## src/rtl/serial_compare_ctrl.sv

```systemverilog
// Serial magnitude comparator: walks 2-bit slices MSB-first, one per clock.
// Optional macro SIGNED_CMP_EN selects two's-complement compare.
module serial_compare_ctrl #(
    parameter int WIDTH = 8
) (
    input  logic                        clk,
    input  logic                        rst_n,
    input  logic                        start_valid,
    output logic                        start_ready,
    input  logic [WIDTH-1:0]            a_in,
    input  logic [WIDTH-1:0]            b_in,
    output logic                        result_valid,
    input  logic                        result_ready,
    output logic                        a_gt_b,
    output logic                        a_eq_b,
    output logic                        a_lt_b,
    output logic [$clog2(WIDTH/2):0]    steps
);

    localparam int S  = WIDTH / 2;
    localparam int IW = (S > 1) ? $clog2(S) : 1;
    localparam int SW = $clog2(S) + 1;

    typedef enum logic [1:0] {
        IDLE = 2'd0,
        RUN  = 2'd1,
        DONE = 2'd2
    } state_t;

    state_t            state_q, state_d;
    logic [WIDTH-1:0]  a_q, a_d;
    logic [WIDTH-1:0]  b_q, b_d;
    logic [IW-1:0]     idx_q, idx_d;
    logic [SW-1:0]     steps_q, steps_d;
    logic              gt_q, gt_d;
    logic              eq_q, eq_d;
    logic              lt_q, lt_d;

    logic [IW:0]       bit_pos;
    logic [1:0]        sa, sb;
    logic              top_slice;

    assign bit_pos   = {idx_q, 1'b0};
    assign top_slice = (idx_q == IW'(S - 1));

    always_comb begin
        sa = a_q[bit_pos +: 2];
        sb = b_q[bit_pos +: 2];
`ifdef SIGNED_CMP_EN
        // Flipping both sign bits maps two's complement order onto unsigned order.
        if (top_slice) begin
            sa[1] = ~sa[1];
            sb[1] = ~sb[1];
        end
`endif
    end

    always_ff @(posedge clk or negedge rst_n) begin
        if (!rst_n) begin
            state_q <= IDLE;
            a_q     <= '0;
            b_q     <= '0;
            idx_q   <= '0;
            steps_q <= '0;
            gt_q    <= 1'b0;
            eq_q    <= 1'b0;
            lt_q    <= 1'b0;
        end else begin
            state_q <= state_d;
            a_q     <= a_d;
            b_q     <= b_d;
            idx_q   <= idx_d;
            steps_q <= steps_d;
            gt_q    <= gt_d;
            eq_q    <= eq_d;
            lt_q    <= lt_d;
        end
    end

    always_comb begin
        state_d = state_q;
        a_d     = a_q;
        b_d     = b_q;
        idx_d   = idx_q;
        steps_d = steps_q;
        gt_d    = gt_q;
        eq_d    = eq_q;
        lt_d    = lt_q;
        unique case (state_q)
            IDLE: begin
                if (start_valid) begin
                    a_d     = a_in;
                    b_d     = b_in;
                    idx_d   = IW'(S - 1);
                    steps_d = '0;
                    gt_d    = 1'b0;
                    eq_d    = 1'b0;
                    lt_d    = 1'b0;
                    state_d = RUN;
                end
            end
            RUN: begin
                steps_d = steps_q + SW'(1);
                if (sa > sb) begin
                    gt_d    = 1'b1;
                    state_d = DONE;
                end else if (sa < sb) begin
                    lt_d    = 1'b1;
                    state_d = DONE;
                end else if (idx_q == '0) begin
                    eq_d    = 1'b1;
                    state_d = DONE;
                end else begin
                    idx_d = idx_q - IW'(1);
                end
            end
            DONE: begin
                if (result_ready) begin
                    gt_d    = 1'b0;
                    eq_d    = 1'b0;
                    lt_d    = 1'b0;
                    steps_d = '0;
                    state_d = IDLE;
                end
            end
            default: state_d = IDLE;
        endcase
    end

    // Results are exposed only in DONE so partial counts never leak out.
    assign start_ready  = (state_q == IDLE);
    assign result_valid = (state_q == DONE);
    assign a_gt_b       = result_valid & gt_q;
    assign a_eq_b       = result_valid & eq_q;
    assign a_lt_b       = result_valid & lt_q;
    assign steps        = result_valid ? steps_q : '0;

endmodule

```

## config.mk

```make
export PLATFORM = sky130hd
export DESIGN_NAME = serial_compare_ctrl
export DESIGN_NICKNAME = d
export VERILOG_FILES = /design/src/rtl/serial_compare_ctrl.sv
export SDC_FILE = /design/constraint.sdc
export NUM_CORES = 1
export LEC_CHECK = 0
export ABC_AREA = 1
export CORE_ASPECT_RATIO = 0.75
export CORE_MARGIN = 2
export CORE_UTILIZATION = 45
export DETAILED_ROUTE_END_ITERATION = 16
export PLACE_DENSITY = 0.83
export RECOVER_POWER = 50
export SLEW_MARGIN = 20
export SYNTH_ARGS = -nofsm -noshare
export SYNTH_HDL_FRONTEND = slang
export SYNTH_SLANG_ARGS = --single-unit
```

## constraint.sdc

```tcl
create_clock -name clk -period 1.8 [get_ports clk]
set_input_delay 0.54 -clock clk [delete_from_list [all_inputs] [get_ports clk]]
set_output_delay 0.54 -clock clk [all_outputs]
set_load 0.02 [all_outputs]
```

# Word level (Yosys, flattened, before mapping)
# Cells that the tools add are included.
[word_totals] register_bits=26 latch_bits=0 ram_bits=0 rom_bits=0 input_bits=20 n_memories=0
[op_classes] addsub=2 n_mul=0 div_mod_pow=0 order_cmp=2 n_eq_ne=11 shifts=2 muxes=26 bitwise=3 reduce_logical=11
[ops] op="2-bit 2-to-1 mux" count=9
[ops] op="8-bit by 4-bit indexed part select with 2-bit output" count=2
[ops] op="2-bit inequality test (second input constant)" count=7
[ops] op="5-bit AND reduction" count=2
[ops] op="3-bit 2-to-1 mux" count=3
[ops] op="1-bit case mux with 3 select lines" count=3
[ops] op="3-bit case mux with 3 select lines" count=1
[ops] op="1-bit 2-to-1 mux" count=8
[ops] op="2-bit case mux with 3 select lines" count=1
[ops] op="3-bit AND reduction" count=2
[ops] op="6-bit AND reduction" count=1
[ops] op="2-bit logical NOT" count=2
[ops] op="4-bit inequality test (second input constant)" count=1
[ops] op="2-bit case mux with 2 select lines" count=1
[ops] op="4-bit AND reduction" count=1
[ops] op="3-bit by 1-bit adder with 3-bit output (second input constant)" count=1
[ops] op="1-bit AND" count=3
[ops] op="3-bit nonzero test" count=1
[ops] op="2-bit by 1-bit == test with 1-bit output (second input constant)" count=1
[ops] op="2-bit == test (second input constant)" count=1
[ops] op="2-bit > comparator" count=1
[ops] op="2-bit < comparator" count=1
[ops] op="2-bit by 1-bit inequality test with 1-bit output (second input constant)" count=1
[ops] op="2-bit AND reduction" count=1
[ops] op="other kinds (2)" count=2

# Logic depth before layout (Yosys ltp)
[depth] word_depth=5 depth_mapped=13 ltp_nobuf=12

# Least setup slack after synthesis
# OpenSTA, ideal clock, no wires.
[synth_timing] path_type="register -> output" startpoint="register state_q[1]" endpoint="output port a_eq_b" t_arrival_ns=1.309 required_ns=1.260 path_slack_ns=-0.049 path_stages_with_launch=5 n_path_buf=0 path_cell_list="dfrtp_1 -> inv_1 -> nor2_1 -> inv_1 -> nor2_1"
[synth_between] elab_chain_len=2
[synth_lines] item="start: declaration" line="30" source="state_t state_q, state_d;"
[synth_lines] item="start signal: assignment" line="69" source="state_q <= state_d;"
[synth_lines] item="2-bit == test" line="132" source="assign result_valid = (state_q == DONE);"
[synth_lines] item="net result_valid" line="12" source="output logic result_valid,"
[synth_lines] item="1-bit AND" line="134" source="assign a_eq_b = result_valid & eq_q;"
[synth_lines] item="end: declaration" line="15" source="output logic a_eq_b,"
# The timed path passes the listed nets, and every way through them passes these cells.

# Final worst setup path
[layout_timing] startpoint="register idx_q[0]" endpoint="register eq_q"
[layout_between] elab_chain_len=4 word_cells_on_any_way=9 classes_between="order compare (2); eq/ne (3); shift (2); reduce/logical (2)"
[layout_lines] item="start: declaration" line="33" source="logic [IW-1:0] idx_q, idx_d;"
[layout_lines] item="start signal: assignment" line="72" source="idx_q <= idx_d;"
[layout_lines] item="8-bit by 4-bit indexed part select with 2-bit output, on equally long branches" line="47, 48"
[layout_lines] item="2-bit < comparator / 2-bit > comparator (equally long branches)" line="107, 104"
[layout_lines] item="2-bit inequality test (no line)"
[layout_lines] item="6-bit AND reduction (no line) *"
[layout_lines] item="end signal: assignment" line="75" source="eq_q <= eq_d;"
[layout_lines] item="end: declaration" line="36" source="logic eq_q, eq_d;"
# Every way passes the cells marked *; elsewhere a longest branch is shown, timed or not.
# A chain may end at the register's enable or synchronous reset.

==> report_table.html <==
<table>
<tr><th>Metric</th><th>Value</th></tr>
<tr><th colspan="2">Status</th></tr>
<tr><td>Outcome</td><td>finished with violations</td></tr>
<tr><td>Failing checks</td><td>setup timing</td></tr>
<tr><th colspan="2">Placement</th></tr>
<tr><td>Cell Count Post-Placement</td><td>208</td></tr>
<tr><td>Final Wtd Congestion</td><td>between 0.8 and 0.9</td></tr>
<tr><td>Worst-case setup slack after placement</td><td>-0.0773 ns</td></tr>
<tr><td>Post-DP HPWL</td><td>about 2 mm</td></tr>
<tr><td>Number of buffer cells added on primary ports</td><td>27</td></tr>
<tr><td>Instance area at placement</td><td>~1700 um2</td></tr>
<tr><th colspan="2">Global route</th></tr>
<tr><td>First-pass GRT wire length</td><td>a little under 5 mm</td></tr>
<tr><td>Pin count of the biggest net entering global routing</td><td>27</td></tr>
<tr><td>Antenna violations before repair</td><td>0</td></tr>
<tr><td>Number of global-route vias before repair</td><td>1042</td></tr>
<tr><td>Overflow left after global routing</td><td>0</td></tr>
<tr><td>Overall fraction of global-route tracks in use</td><td>between 10% and 20%</td></tr>
<tr><th colspan="2">Power and ir drop</th></tr>
<tr><td>Switching power share of the total</td><td>~44%</td></tr>
<tr><td>Combinational Power Share</td><td>62.3%</td></tr>
<tr><td>Share of total power in the clock network</td><td>~9.9%</td></tr>
<tr><td>Net Sw Power</td><td>1.65 mW</td></tr>
<tr><td>Sequential Power Share</td><td>between 20 and 30%</td></tr>
<tr><td>Power, Total</td><td>3.77 mW</td></tr>
<tr><td>Internal Dissipation</td><td>2.12 mW</td></tr>
<tr><td>VDD IR-drop max</td><td>0.000946 V</td></tr>
<tr><td>Power per standard cell area</td><td>between 2000 and 2500 nW/um2</td></tr>
<tr><td>Total leakage power</td><td>~0.9 nW</td></tr>
<tr><th colspan="2">Timing</th></tr>
<tr><td>Total count of max-transition violations in the final report</td><td>0</td></tr>
<tr><td>Post-route fraction of the period consumed by the critical path</td><td>109%</td></tr>
<tr><td>Number of hold violations in the final report</td><td>0</td></tr>
<tr><td>Transition at the pin with the smallest max-transition slack</td><td>0.624 ns</td></tr>
<tr><td>Final WS setup</td><td>-0.171 ns</td></tr>
<tr><td>Unrepaired setup endpoints after global routing</td><td>true</td></tr>
<tr><td>Total negative setup slack</td><td>-0.172 ns</td></tr>
<tr><td>Post-Route Skew</td><td>0.00377 ns</td></tr>
<tr><td>Tightest hold margin</td><td>0.514 ns</td></tr>
<tr><td>Post-route minimum period</td><td>1.97 ns</td></tr>
<tr><td>Final count of negative-setup-slack endpoints</td><td>2</td></tr>
<tr><td>Headroom to the max-slew limit</td><td>58.4%</td></tr>
<tr><td>Highest achievable clock rate</td><td>0.507 GHz</td></tr>
<tr><th colspan="2">Floorplanning</th></tr>
<tr><td>Die width</td><td>between 60 and 70 um</td></tr>
<tr><td>Effective utilization at floorplan</td><td>roughly 46%</td></tr>
<tr><td>Die area</td><td>around 3400 um2</td></tr>
<tr><td>Core ar.</td><td>2890 um2</td></tr>
<tr><td>Die Y-Extent</td><td>51.3 um</td></tr>
<tr><td>Top-Level Pins</td><td>28</td></tr>
<tr><td>Count of standard-cell rows</td><td>17</td></tr>
<tr><th colspan="2">Finish</th></tr>
<tr><td>Reg area</td><td>about 650 um2</td></tr>
<tr><td>Area Overhead vs Synth</td><td>36.6%</td></tr>
<tr><td>Post-route non-filler standard cell count</td><td>~220</td></tr>
<tr><td>Total Nets Final</td><td>203</td></tr>
<tr><td>Utilization of the core after routing</td><td>63.5%</td></tr>
<tr><td>Area occupied by multi-input gates</td><td>between 600 and 700 um2</td></tr>
<tr><td>Non-Filler Cell Area, Final</td><td>1840 um2</td></tr>
<tr><td>Fraction of final layout cells with drive strength greater than 1</td><td>36.0%</td></tr>
<tr><td>Number of fillers in the final layout</td><td>~230</td></tr>
<tr><td>Antenna diode count</td><td>0</td></tr>
<tr><th colspan="2">CTS</th></tr>
<tr><td>Level count of the clock H-tree</td><td>1</td></tr>
<tr><td>Clk_lat worst skew</td><td>0.27 ns</td></tr>
<tr><td>TritonCTS buffer count</td><td>3</td></tr>
<tr><td>Largest buffer count on any clock path</td><td>2</td></tr>
<tr><td>Clock tree from TritonCTS</td><td>built</td></tr>
<tr><td>Clock tree root buffer cell</td><td>sky130_fd_sc_hd__clkbuf_8</td></tr>
<tr><td>Sinks on the clock net</td><td>26</td></tr>
<tr><td>Clock transition at the register clock pins on the worst setup and hold paths after CTS</td><td>0.09 ns</td></tr>
<tr><td>Cts hold-fix bufs</td><td>0</td></tr>
<tr><th colspan="2">Critical path</th></tr>
<tr><td>Data required time of the worst path</td><td>1.96 ns</td></tr>
<tr><td>Critical path fanouts, max</td><td>4</td></tr>
<tr><td>Worst endpoint data arrival time</td><td>between 2 and 2.5 ns</td></tr>
<tr><td>Crit. End Element</td><td>register</td></tr>
<tr><td>Type of the worst setup path</td><td>register to register</td></tr>
<tr><td>Startpoint type of the worst setup path</td><td>register</td></tr>
<tr><th colspan="2">Synthesis</th></tr>
<tr><td>Synthesis-stage register bit count</td><td>26</td></tr>
<tr><td>Cell Area, Synth</td><td>1350 um2</td></tr>
<tr><td>Count of mapped cells out of synthesis</td><td>137</td></tr>
<tr><td>Distinct cell type count of the synthesized netlist</td><td>25</td></tr>
<tr><td>Synthesized area divided by synthesized cell count</td><td>9.82 um2</td></tr>
<tr><td>Sequential area share after synthesis</td><td>48.4%</td></tr>
<tr><td>Synth warnings</td><td>0</td></tr>
<tr><td>Post-synthesis net count</td><td>161</td></tr>
<tr><th colspan="2">Routing</th></tr>
<tr><td>Detailed-route wire length</td><td>3.38 mm</td></tr>
<tr><td>Remaining number of nets flagged by the antenna check after routing</td><td>0</td></tr>
<tr><td>Average via count per standard cell</td><td>5.29</td></tr>
<tr><td>Total via count after detailed routing</td><td>1143</td></tr>
<tr><td>Number of DRC violations after detailed routing</td><td>0</td></tr>
<tr><td>Number of DRC violations after detailed-routing iteration 0</td><td>63</td></tr>
<tr><td>Routed length per instance</td><td>15.6 um</td></tr>
<tr><td>TritonRoute pass-1 iters</td><td>4</td></tr>
<tr><th colspan="2">Job</th></tr>
<tr><td>Max Cap Violations</td><td>0</td></tr>
<tr><th colspan="2">Min path</th></tr>
<tr><td>Tightest Hold Check Type</td><td>register to register</td></tr>
</table>
==> worst max-delay path, stage by stage, from the launching register on <==
cell and delay [ns]:
sky130_fd_sc_hd__dfrtp_2 0.45, sky130_fd_sc_hd__clkinv_2 0.11, sky130_fd_sc_hd__o21ai_0 0.25, sky130_fd_sc_hd__o22ai_2 0.13, sky130_fd_sc_hd__ha_4 0.31, sky130_fd_sc_hd__nand2_2 0.07
sky130_fd_sc_hd__nand2_4 0.09, sky130_fd_sc_hd__nand2_1 0.09, sky130_fd_sc_hd__nand2_1 0.08, sky130_fd_sc_hd__nand3_1 0.08, sky130_fd_sc_hd__nand2_1 0.12, sky130_fd_sc_hd__nand2_1 0.08
==> per-layer routing <==
layer	GRT usage, %	part of all wire (%)
met5	0	0
met2	31.7	52
met3	4.85	6.4
met4	6.80	3.6
met1	24.4	38
==> layout make-up <==
class                           instances  area share (%)
Clock buffer                            4            3.00
Inverter                               20            4.36
Multi-Input combinational cell         89            37.2
Sequential cell                        26            35.5
Tap cell                               38            2.59
Timing Repair Buffer                   38            17.1
Timing Repair inverter                  1           0.272
==> cells in the final DEF, fill, tap and decap left out, types with 6 or more instances in the layout <==
| master | synthesis | final |
|---|---|---|
| sky130_fd_sc_hd__o21ai_0 | 8 | 6 |
| sky130_fd_sc_hd__dfrtp_1 | 26 | 25 |
| sky130_fd_sc_hd__clkdlybuf4s50_1 | 0 | 18 |
| sky130_fd_sc_hd__buf_2 | 1 | 7 |
| sky130_fd_sc_hd__nor2_1 | 12 | 10 |
| sky130_fd_sc_hd__mux2_2 | 8 | 8 |
| sky130_fd_sc_hd__inv_1 | 16 | 15 |
| sky130_fd_sc_hd__nand2_1 | 27 | 24 |
| sky130_fd_sc_hd__buf_4 | 0 | 9 |
| sky130_fd_sc_hd__mux2_4 | 8 | 8 |
==> power groups by stage <==
stage	Combinational [mW]	Clock [mW]	Sequential [mW]
6_report	2.35	0.372	1.05
2_1_floorplan	1.20	0	0.992
3_3_place_gp	1.63	0	1.01
4_1_cts	1.82	0.372	1.02
3_5_place_dp	1.72	0	1.02
5_1_grt	2.52	0.400	1.08
==> registers in the layout, summed over array words and instances, names as in the netlist <==
| name | count |
|---|---|
| lt_q | 1 |
| steps_q | 3 |
| state_q | 2 |
| idx_q | 2 |
| b_q | 8 |
| gt_q | 1 |
| eq_q | 1 |
| a_q | 8 |
==> synth_stat cells <==
cell type	number	area [um2]
sky130_fd_sc_hd__nand4_1	1	6.26
sky130_fd_sc_hd__clkinv_1	1	3.75
sky130_fd_sc_hd__o21ai_0	8	40.0
sky130_fd_sc_hd__a21oi_1	2	10.0
sky130_fd_sc_hd__mux2_2	8	90.1
sky130_fd_sc_hd__buf_2	1	5.00
sky130_fd_sc_hd__nand2_4	1	11.3
sky130_fd_sc_hd__nand2_2	1	6.26
sky130_fd_sc_hd__inv_2	3	11.3
sky130_fd_sc_hd__a21oi_2	1	8.76
sky130_fd_sc_hd__nand3_2	1	10.0
sky130_fd_sc_hd__or2_2	1	6.26
sky130_fd_sc_hd__a32o_1	2	20.0
sky130_fd_sc_hd__ha_1	4	50.1
sky130_fd_sc_hd__o21ai_1	3	15.0
sky130_fd_sc_hd__nand3b_1	1	7.51
sky130_fd_sc_hd__dfrtp_1	26	651
sky130_fd_sc_hd__nand2_1	27	101
sky130_fd_sc_hd__o22ai_1	2	12.5
sky130_fd_sc_hd__nor2_4	2	22.5
sky130_fd_sc_hd__nor2_1	12	45.0
sky130_fd_sc_hd__nand3_1	4	20.0
sky130_fd_sc_hd__inv_1	16	60.1
sky130_fd_sc_hd__mux2_4	8	120
sky130_fd_sc_hd__buf_6	1	11.3
==> cells by family after synthesis <==
group | synth area share, %
compound gates | 7.91
mux | 15.6
fa+ha+maj | 3.72
buf+inv | 6.79
flops | 48.4
simple gates | 17.6
==> path summary, 6_finish.rpt <==
kind	startpoint	to	slack [ns]	cells past startpoint
min in group asynchronous	rst_n	b_q[0]$_DFFE_PN0P_	0.81	2
min	b_q[3]$_DFFE_PN0P_	b_q[3]$_DFFE_PN0P_	0.51	1
max in group asynchronous	rst_n	idx_q[0]$_DFFE_PN0P_	0.54	2
max reg2reg	idx_q[0]$_DFFE_PN0P_	eq_q$_DFFE_PN0P_	-0.17	11
min reg2reg	b_q[3]$_DFFE_PN0P_	b_q[3]$_DFFE_PN0P_	0.51	1
max	idx_q[0]$_DFFE_PN0P_	eq_q$_DFFE_PN0P_	-0.17	11
==> timing repair <==
item,in CTS,in global routing
endpoints found under the setup margin,11,15
setup buffers,1,1
cloned,1,1
gates resized for setup,28,28
pin swaps,1,10
No activity file was read; power rests on OpenSTA's default activity.
